<file path="src/rtl/proc_pkg.sv">
// Shared definitions for the multicycle processor: opcodes, step encodings, IR field positions.
// No logic; imported by the control unit and its decoder.
package proc_pkg;

    localparam logic [2:0] OP_MV  = 3'b000;
    localparam logic [2:0] OP_MVI = 3'b001;
    localparam logic [2:0] OP_ADD = 3'b010;
    localparam logic [2:0] OP_SUB = 3'b011;

    typedef enum logic [1:0] {
        T0 = 2'd0,
        T1 = 2'd1,
        T2 = 2'd2,
        T3 = 2'd3
    } step_t;

    localparam int IR_OP_HI = 8;
    localparam int IR_OP_LO = 6;
    localparam int IR_RX_HI = 5;
    localparam int IR_RX_LO = 3;
    localparam int IR_RY_HI = 2;
    localparam int IR_RY_LO = 0;

    function automatic logic is_alu_op(input logic [2:0] op);
        return (op == OP_ADD) || (op == OP_SUB);
    endfunction

endpackage

</file>
<file path="src/rtl/dec3to8.sv">
// 3-to-8 one-hot decoder with enable; purely combinational, all zeros when disabled.
// Zero latency, no backpressure.
module dec3to8 (
    input  logic       i_en,
    input  logic [2:0] i_sel,
    output logic [7:0] o_onehot
);

    always_comb begin
        o_onehot = 8'b0;
        if (i_en) begin
            o_onehot[i_sel] = 1'b1;
        end
    end

endmodule

</file>
<file path="src/rtl/unidade_controle_multiciclo.sv">
// Multicycle control FSM: steps T0..T3, decodes IR into bus selects/load enables, counts instructions.
// Outputs combinational from (step, IR, Run), effective on the same edge; no backpressure.
module unidade_controle_multiciclo
    import proc_pkg::*;
#(
    parameter int OPCODE_W  = 3,
    parameter int REG_SEL_W = 3,
    parameter int CNT_W     = 16
) (
    input  logic                          Clock,
    input  logic                          Reset,
    input  logic                          Run,
    input  logic [OPCODE_W+2*REG_SEL_W-1:0] IR,
    output logic                          IRin,
    output logic [2**REG_SEL_W-1:0]       Rout,
    output logic                          Gout,
    output logic                          DINout,
    output logic [2**REG_SEL_W-1:0]       Rin,
    output logic                          Ain,
    output logic                          Gin,
    output logic                          AddSub,
    output logic                          Done,
    output logic [1:0]                    Tstep,
    output logic [CNT_W-1:0]              instr_count
);

    step_t            r_step;
    step_t            w_next;
    logic [CNT_W-1:0] r_instr_count;

    logic [2:0] w_opcode;
    logic [2:0] w_rx;
    logic [2:0] w_ry;

    logic       w_irin;
    logic       w_rin_en;
    logic       w_rout_rx;
    logic       w_rout_ry;
    logic       w_gout;
    logic       w_dinout;
    logic       w_ain;
    logic       w_gin;
    logic       w_addsub;
    logic       w_done;

    logic [7:0] w_rx_oh;
    logic [7:0] w_ry_oh;

    assign w_opcode = IR[IR_OP_HI:IR_OP_LO];
    assign w_rx     = IR[IR_RX_HI:IR_RX_LO];
    assign w_ry     = IR[IR_RY_HI:IR_RY_LO];

    always_ff @(posedge Clock or posedge Reset) begin
        if (Reset) begin
            r_step <= T0;
        end else begin
            r_step <= w_next;
        end
    end

    always_comb begin
        w_next    = r_step;
        w_irin    = 1'b0;
        w_rin_en  = 1'b0;
        w_rout_rx = 1'b0;
        w_rout_ry = 1'b0;
        w_gout    = 1'b0;
        w_dinout  = 1'b0;
        w_ain     = 1'b0;
        w_gin     = 1'b0;
        w_addsub  = 1'b0;
        w_done    = 1'b0;

        case (r_step)
            T0: begin
                w_irin = Run;
                w_next = Run ? T1 : T0;
            end
            T1: begin
                case (w_opcode)
                    OP_MV: begin
                        w_rout_ry = 1'b1;
                        w_rin_en  = 1'b1;
                        w_done    = 1'b1;
                        w_next    = T0;
                    end
                    OP_MVI: begin
                        w_dinout = 1'b1;
                        w_rin_en = 1'b1;
                        w_done   = 1'b1;
                        w_next   = T0;
                    end
                    OP_ADD, OP_SUB: begin
                        w_rout_rx = 1'b1;
                        w_ain     = 1'b1;
                        w_next    = T2;
                    end
                    default: begin
                        // Reserved opcodes retire as no-ops so software never stalls.
                        w_done = 1'b1;
                        w_next = T0;
                    end
                endcase
            end
            T2: begin
                w_rout_ry = 1'b1;
                w_gin     = 1'b1;
                w_addsub  = (w_opcode == OP_SUB);
                w_next    = T3;
            end
            T3: begin
                w_gout   = 1'b1;
                w_rin_en = 1'b1;
                w_done   = 1'b1;
                w_next   = T0;
            end
            default: begin
                w_next = T0;
            end
        endcase

        // T2/T3 are only reachable through an ALU opcode; guard against IR changing mid-instruction.
        if ((r_step == T2 || r_step == T3) && !is_alu_op(w_opcode)) begin
            w_rout_ry = 1'b0;
            w_gin     = 1'b0;
            w_addsub  = 1'b0;
            w_gout    = 1'b0;
            w_rin_en  = 1'b0;
            w_done    = 1'b1;
            w_next    = T0;
        end
    end

    dec3to8 u_dec_rx (
        .i_en     (w_rin_en | w_rout_rx),
        .i_sel    (w_rx),
        .o_onehot (w_rx_oh)
    );

    dec3to8 u_dec_ry (
        .i_en     (w_rout_ry),
        .i_sel    (w_ry),
        .o_onehot (w_ry_oh)
    );

    always_ff @(posedge Clock or posedge Reset) begin
        if (Reset) begin
            r_instr_count <= '0;
        end else if (w_done) begin
            r_instr_count <= r_instr_count + 1'b1;
        end
    end

    assign IRin        = w_irin;
    assign Rin         = w_rin_en ? w_rx_oh : 8'b0;
    assign Rout        = (w_rout_rx ? w_rx_oh : 8'b0) | w_ry_oh;
    assign Gout        = w_gout;
    assign DINout      = w_dinout;
    assign Ain         = w_ain;
    assign Gin         = w_gin;
    assign AddSub      = w_addsub;
    assign Done        = w_done;
    assign Tstep       = r_step;
    assign instr_count = r_instr_count;

endmodule

</file>
<file path="config.mk">
export PLATFORM = sky130hd
export DESIGN_NAME = unidade_controle_multiciclo
export DESIGN_NICKNAME = d
export VERILOG_FILES = /design/src/rtl/proc_pkg.sv /design/src/rtl/dec3to8.sv /design/src/rtl/unidade_controle_multiciclo.sv
export SDC_FILE = /design/constraint.sdc
export NUM_CORES = 1
export LEC_CHECK = 0
export CAP_MARGIN = 10
export CORE_MARGIN = 2
export CORE_UTILIZATION = 44
export CTS_BUF_LIST = sky130_fd_sc_hd__clkbuf_4 sky130_fd_sc_hd__clkbuf_8
export CTS_CLUSTER_SIZE = 40
export DETAILED_ROUTE_END_ITERATION = 16
export GPL_TIMING_DRIVEN = 0
export PLACE_DENSITY = 0.89
export SYNTH_ARGS = -nofsm -noshare
export SYNTH_HDL_FRONTEND = slang
export SYNTH_SLANG_ARGS = --single-unit
</file>
<file path="constraint.sdc">
create_clock -name Clock -period 2.67 [get_ports Clock]
set_clock_uncertainty 0.15 [all_clocks]
set_input_delay 0.534 -clock Clock [delete_from_list [all_inputs] [get_ports Clock]]
set_output_delay 0.534 -clock Clock [all_outputs]
set_load 0.02 [all_outputs]
</file>
==> results of run 1 <==
[registers in the layout, indices dropped and copies added, names as in the netlist]
name,cells
Tstep,2
instr_count,16
[layer usage]
| layer | global-route usage, % | routed length [um] |
|---|---|---|
| met3 | 5.22 | 293 |
| met5 | 0 | 0 |
| met1 | 26.6 | 1500 |
| met2 | 38.5 | 1930 |
| met4 | 3.65 | 33 |
[final timing paths]
kind                            startpoint              end  slack [ps]  depth (start not counted)
setup reg to reg                  Tstep[0]  instr_count[13]         600                          9
min in group asynchronous            Reset         Tstep[1]         460                          2
max in group asynchronous            Reset         Tstep[0]        1440                          2
setup / recovery                  Tstep[1]          Rout[3]        -180                          7
hold / removal             instr_count[15]  instr_count[15]         330                          1
hold reg to reg            instr_count[15]  instr_count[15]         330                          1
[cell type report]
cell class,count,share of cell area (%)
Buffer,4,1.64
Tap cell,31,1.88
Clock buffer,4,1.76
Timing Repair Buffer,63,27.8
Multi-Input combinational cell,100,43.9
Sequential cell,18,21.9
Inverter,6,1.09
[kinds of logic (layout without fill, tap and decap cells)]
logic type	count (synthesis)	in the layout	synth area share, %
and+or+nand+nor	64	64	34.5
DFF	18	18	35.8
AOI/OAI and AO/OA	15	15	8.76
xor gates and xnor gates	15	15	10.4
buffers and inverters	10	77	4.48
adders and majority gates	6	6	5.97
[power breakdown]
group          switching [uW]  total (uW)  internal (uW)  leakage, uW
clock network            90.0         173           83.2    0.0000210
logic                     361         669            308     0.000672
registers                74.7         401            327     0.000220
[cell usage after synthesis, drive strengths merged]
| library cell | instances |
|---|---|
| dfrtp | 18 |
| nand2 | 13 |
| xor2 | 10 |
| nand3 | 7 |
| nor3 | 7 |
| nor4 | 7 |
| ha | 6 |
| inv | 6 |
| nand2b | 6 |
| xnor2 | 5 |
| o22ai | 4 |
| buf | 3 |
| nand4 | 3 |
| nor4b | 3 |
| o21ai | 3 |
| or3 | 3 |
| and2 | 2 |
| and4 | 2 |
| nor2 | 2 |
| nor3b | 2 |
| o31ai | 2 |
| o32ai | 2 |
| or2 | 2 |
| a21oi | 1 |
| and3 | 1 |
| and4bb | 1 |
| clkbuf | 1 |
| nand3b | 1 |
| nand4b | 1 |
| nor2b | 1 |
| o211ai | 1 |
| o21ba | 1 |
| o41ai | 1 |
[repair_timing]
item / in CTS / in global routing
setup endpoints to repair: 22 / 20
hold endpoints to repair: 0 / 0
setup buffers: 10 / 3
pin swaps: 8 / 6
resized for setup: 76 / 42
[stage by stage]
stage	hold WS, ps	util (%)
6_report	329	75.5
5_1_grt	343	75.5
4_1_cts	329	72.4
3_5_place_dp	311	66.6
3_3_place_gp	310	66.6
2_1_floorplan	323	-
==> impl_metrics.yaml, run 1 <==
outcome:
  status: "finished with violations"
  violations: "negative setup slack"
floorplan:
  die_w_um: 57.5
  die-area_sq_mm: 0.00330
  fp.dieH_um: 57.5
  start_util_pct: 46.0
  coreArea_sq_mm: 0.00273
  row_count: 19
  io_pins: 53
setup_path:
  crit_type: "reg2out"
  crit_arrival_ps: 2170
  cp_slowest_cell: "dfrtp_2"
  worstPathMaxFanout: 4
  crit_path_end_kind: "output port"
  cp.required_ps: 1990
  slowest_delay_ps: 460
  crit_chain: "buf_6 > ha_4 > o41ai_4 > nand4b_1 > buf_4 > o22ai_4 > buf_6"
  cp-start-kind: "flip-flop"
  critPathBufInv: 3
  cp_top_family: "compound AO/OA/AOI/OAI gates"
  cp_common_cell: "buf_6"
clock_network:
  clkTransAtPathRegs_ps: 120
  numCtsBuffers: 3
  clk_latency_ps: 300
  htree_levels: 1
  cts-root-buf: "clkbuf_4"
  cts_hold_buf: 0
  cts_buffer_depth: 2
  cts_tree: "built"
  clock_sinks: 18
global_route:
  antenna_found_initial: 0
  grt_overflow: 0
  grt_pass1_wl_mm: 5.69
  gr-usage-all-layers_pct: 21.6
  grt_pass1_vias: 1220
  grt_start_max_net_pins: 19
pwr:
  total_power_uw: 1240
  vdd.ir_drop.worst_mv: 0.484
  p_per_area_mw_per_mm2: 602
  leakagePower_uw: 0.000913
finish:
  final_area_sq_mm: 0.00206
  drive_gt1_share_pct: 36.9
  multi_input_area_sq_um: 907
  nFillCells: 183
  layout.nets: 214
  areaGrowthSynthToFinish_pct: 64.2
  layout.cells.non_filler: 226
  layout_common_cells: "clkdlybuf4s50_1 (27), buf_4 (20), dfrtp_1 (16)"
  seq_area_sq_um: 453
  final_common_cell: "clkdlybuf4s50_1"
  antenna-diode-count: 0
synth:
  ys_seq_area_share_pct: 35.8
  syn_inst: 128
  synth_area_leader_cell: "dfrtp_1"
  ys_types: 39
  syn_avg_cell_area_sq_um: 9.82
  synth_top_area_share_pct: 35.8
  syn_nets: 146
  ys_ff_latch: 18
  ys_top_cells_by_area: "dfrtp_1 (36%), xor2_1 (7.0%), ha_1 (6.0%)"
  syn_area_sq_mm: 0.00126
  yosys_warnings: 0
timing:
  post-route-period-util_pct: 107
  finalWorstSetupSlack_ps: -184
  drv_slew: 0
  hold_viol_final: 0
  grt_setup_unrepaired: "true"
  slew_headroom_pct: 55.0
  setup_viol: 9
  max_freq_mhz: 350
  period_needed_ps: 2850
  setup-tns-final_ps: -919
  worst_pin_slew_ps: 674
route:
  vias: 1296
  antenna_left: 0
  via_per_inst: 5.73
  drtIter0Drc: 28
  wl_per_cell_um: 16.6
  dr.pass1.iters: 4
  drcViolationCount: 0
  drt_wl_total_mm: 3.76
place:
  io_buffers: 50
  place_inst: 209
  dp_hpwl_mm: 2.45
  globalplace.congestion: 0.797
  dp_slack_ps: -768
  place_area_sq_mm: 0.00182
hold_path:
  hold_path_class: "reg2reg"
run:
  drv_cap: 0
(Power assumes the default switching activity.)
==> run 2: changes to the inputs <==
Settings changed: HOLD_SLACK_MARGIN set to 0.03.
Clock period 2.67 ns to 3.07 ns, I/O delays scaled along.
==> impl_metrics.yaml, run 2 (synthesis results as in run 1) <==
timing:
  period_needed_ps: 2960
  finalWorstSetupSlack_ps: 111
  setup_viol: 0
  hold_viol_final: 0
  worst_pin_slew_ps: 666
  drv_slew: 0
  max_freq_mhz: 338
  slew_headroom_pct: 55.6
  setup-tns-final_ps: 0
  post-route-period-util_pct: 96.4
route:
  drt_wl_total_mm: 3.30
  antenna_left: 0
  wl_per_cell_um: 15.3
  drtIter0Drc: 23
  drcViolationCount: 0
  vias: 1217
  via_per_inst: 5.66
  dr.pass1.iters: 4
place:
  dp_hpwl_mm: 2.39
  place_area_sq_mm: 0.00180
  io_buffers: 50
  dp_slack_ps: -515
  globalplace.congestion: 0.813
clock_network:
  htree_levels: 1
  cts_tree: "built"
  cts_buffer_depth: 2
  cts-root-buf: "clkbuf_4"
  clkTransAtPathRegs_ps: 110
  clock_sinks: 18
  numCtsBuffers: 3
  clk_latency_ps: 290
floorplan:
  die_w_um: 57.5
  fp.dieH_um: 57.5
  io_pins: 53
  die-area_sq_mm: 0.00330
  coreArea_sq_mm: 0.00273
  start_util_pct: 46.0
  row_count: 19
setup_path:
  crit_arrival_ps: 2190
  cp.required_ps: 2310
  slowest_delay_ps: 480
  crit_path_end_kind: "output port"
  critPathBufInv: 1
  cp-start-kind: "flip-flop"
  cp_slowest_cell: "dfrtp_2"
  crit_chain: "ha_1 > o41ai_4 > nand4b_1 > o32ai_2 > buf_4"
  crit_type: "reg2out"
  cp_top_family: "compound AO/OA/AOI/OAI gates"
  worstPathMaxFanout: 6
global_route:
  grt_pass1_vias: 1206
  grt_overflow: 0
  antenna_found_initial: 0
  grt_pass1_wl_mm: 5.44
  grt_start_max_net_pins: 19
  gr-usage-all-layers_pct: 20.6
finish:
  final_common_cell: "clkdlybuf4s50_1"
  antenna-diode-count: 0
  fin_util_pct: 68.6
  layout_common_cells: "clkdlybuf4s50_1 (32), dfrtp_1 (16), nand2_1 (13)"
  final_area_sq_mm: 0.00187
  drive_gt1_share_pct: 20.7
  layout.nets: 203
  largest_reg_flops: 16
  areaGrowthSynthToFinish_pct: 49.1
  nFillCells: 218
pwr:
  p_per_area_mw_per_mm2: 542
  total_power_uw: 1020
  leakagePower_uw: 0.000816
  vdd.ir_drop.worst_mv: 0.428
outcome:
  status: "finished, final reports clean"
hold_path:
  hold_path_class: "reg2reg"
run:
  drv_cap: 0
-- run 2: cell types whose count changed in the layout (fill, tap and decap cells not counted), moves of 4 or more --
cell             delta
clkdlybuf4s50_1     +5
buf_4              -16
o22ai_1             +4
dlygate4sd2_1       +7
buf_2               +4
buf_6               -5
-- run 2: final timing paths --
kind	start	to	slack, ps	cells after the start
worst min register to register	instr_count[15]	instr_count[15]	320	1
worst max-delay path	Tstep[0]	Rout[1]	110	5
worst max register to register	Tstep[0]	instr_count[9]	1080	7
worst min-delay path	instr_count[15]	instr_count[15]	320	1
min in group asynchronous	Reset	instr_count[14]	560	2
max in group asynchronous	Reset	Tstep[0]	1750	2
-- run 2: layout make-up --
class	count	area [sq um]	area share, %
buffer	4	33.8	1.80
clock buffer	4	36.3	1.94
multi-input combinational	100	821	43.8
timing repair buffer	52	469	25.0
inverter	6	22.5	1.20
sequential	18	453	24.2
tap	31	38.8	2.07
-- run 2: through the flow --
| stage | hold WS [ps] | cells |
|---|---|---|
| after floorplan | 403 | 128 |
| after global placement | 306 | 209 |
| after detailed placement | 308 | 209 |
| after CTS | 326 | 213 |
| after global routing | 356 | 215 |
| final | 325 | 215 |
-- run 2: what timing repair did --
| item | 4_1_cts | 5_1_grt |
|---|---|---|
| setup endpoints to repair | 17 | 12 |
| buffers inserted | 0 | 2 |
| gates resized for setup | 40 | 18 |
| hold buffers | 0 | 0 |
| pin swaps | 1 | 5 |
-- run 2: routing by layer --
metal | up-vias | track usage [%] | share of wire, % | wire [um]
li1 | 578 | - | - | -
met5 | - | 0 | 0 | 0
met1 | 585 | 24.8 | 41 | 1350
met4 | 0 | 6.98 | 1.5 | 50
met2 | 48 | 36.4 | 50 | 1640
met3 | 6 | 4.08 | 7.8 | 257
-- run 2: power breakdown --
group | switching [uW] | internal (uW)
combinational | 283 | 234
sequential | 66.1 | 284
clock | 77.4 | 72.3
total | 427 | 590
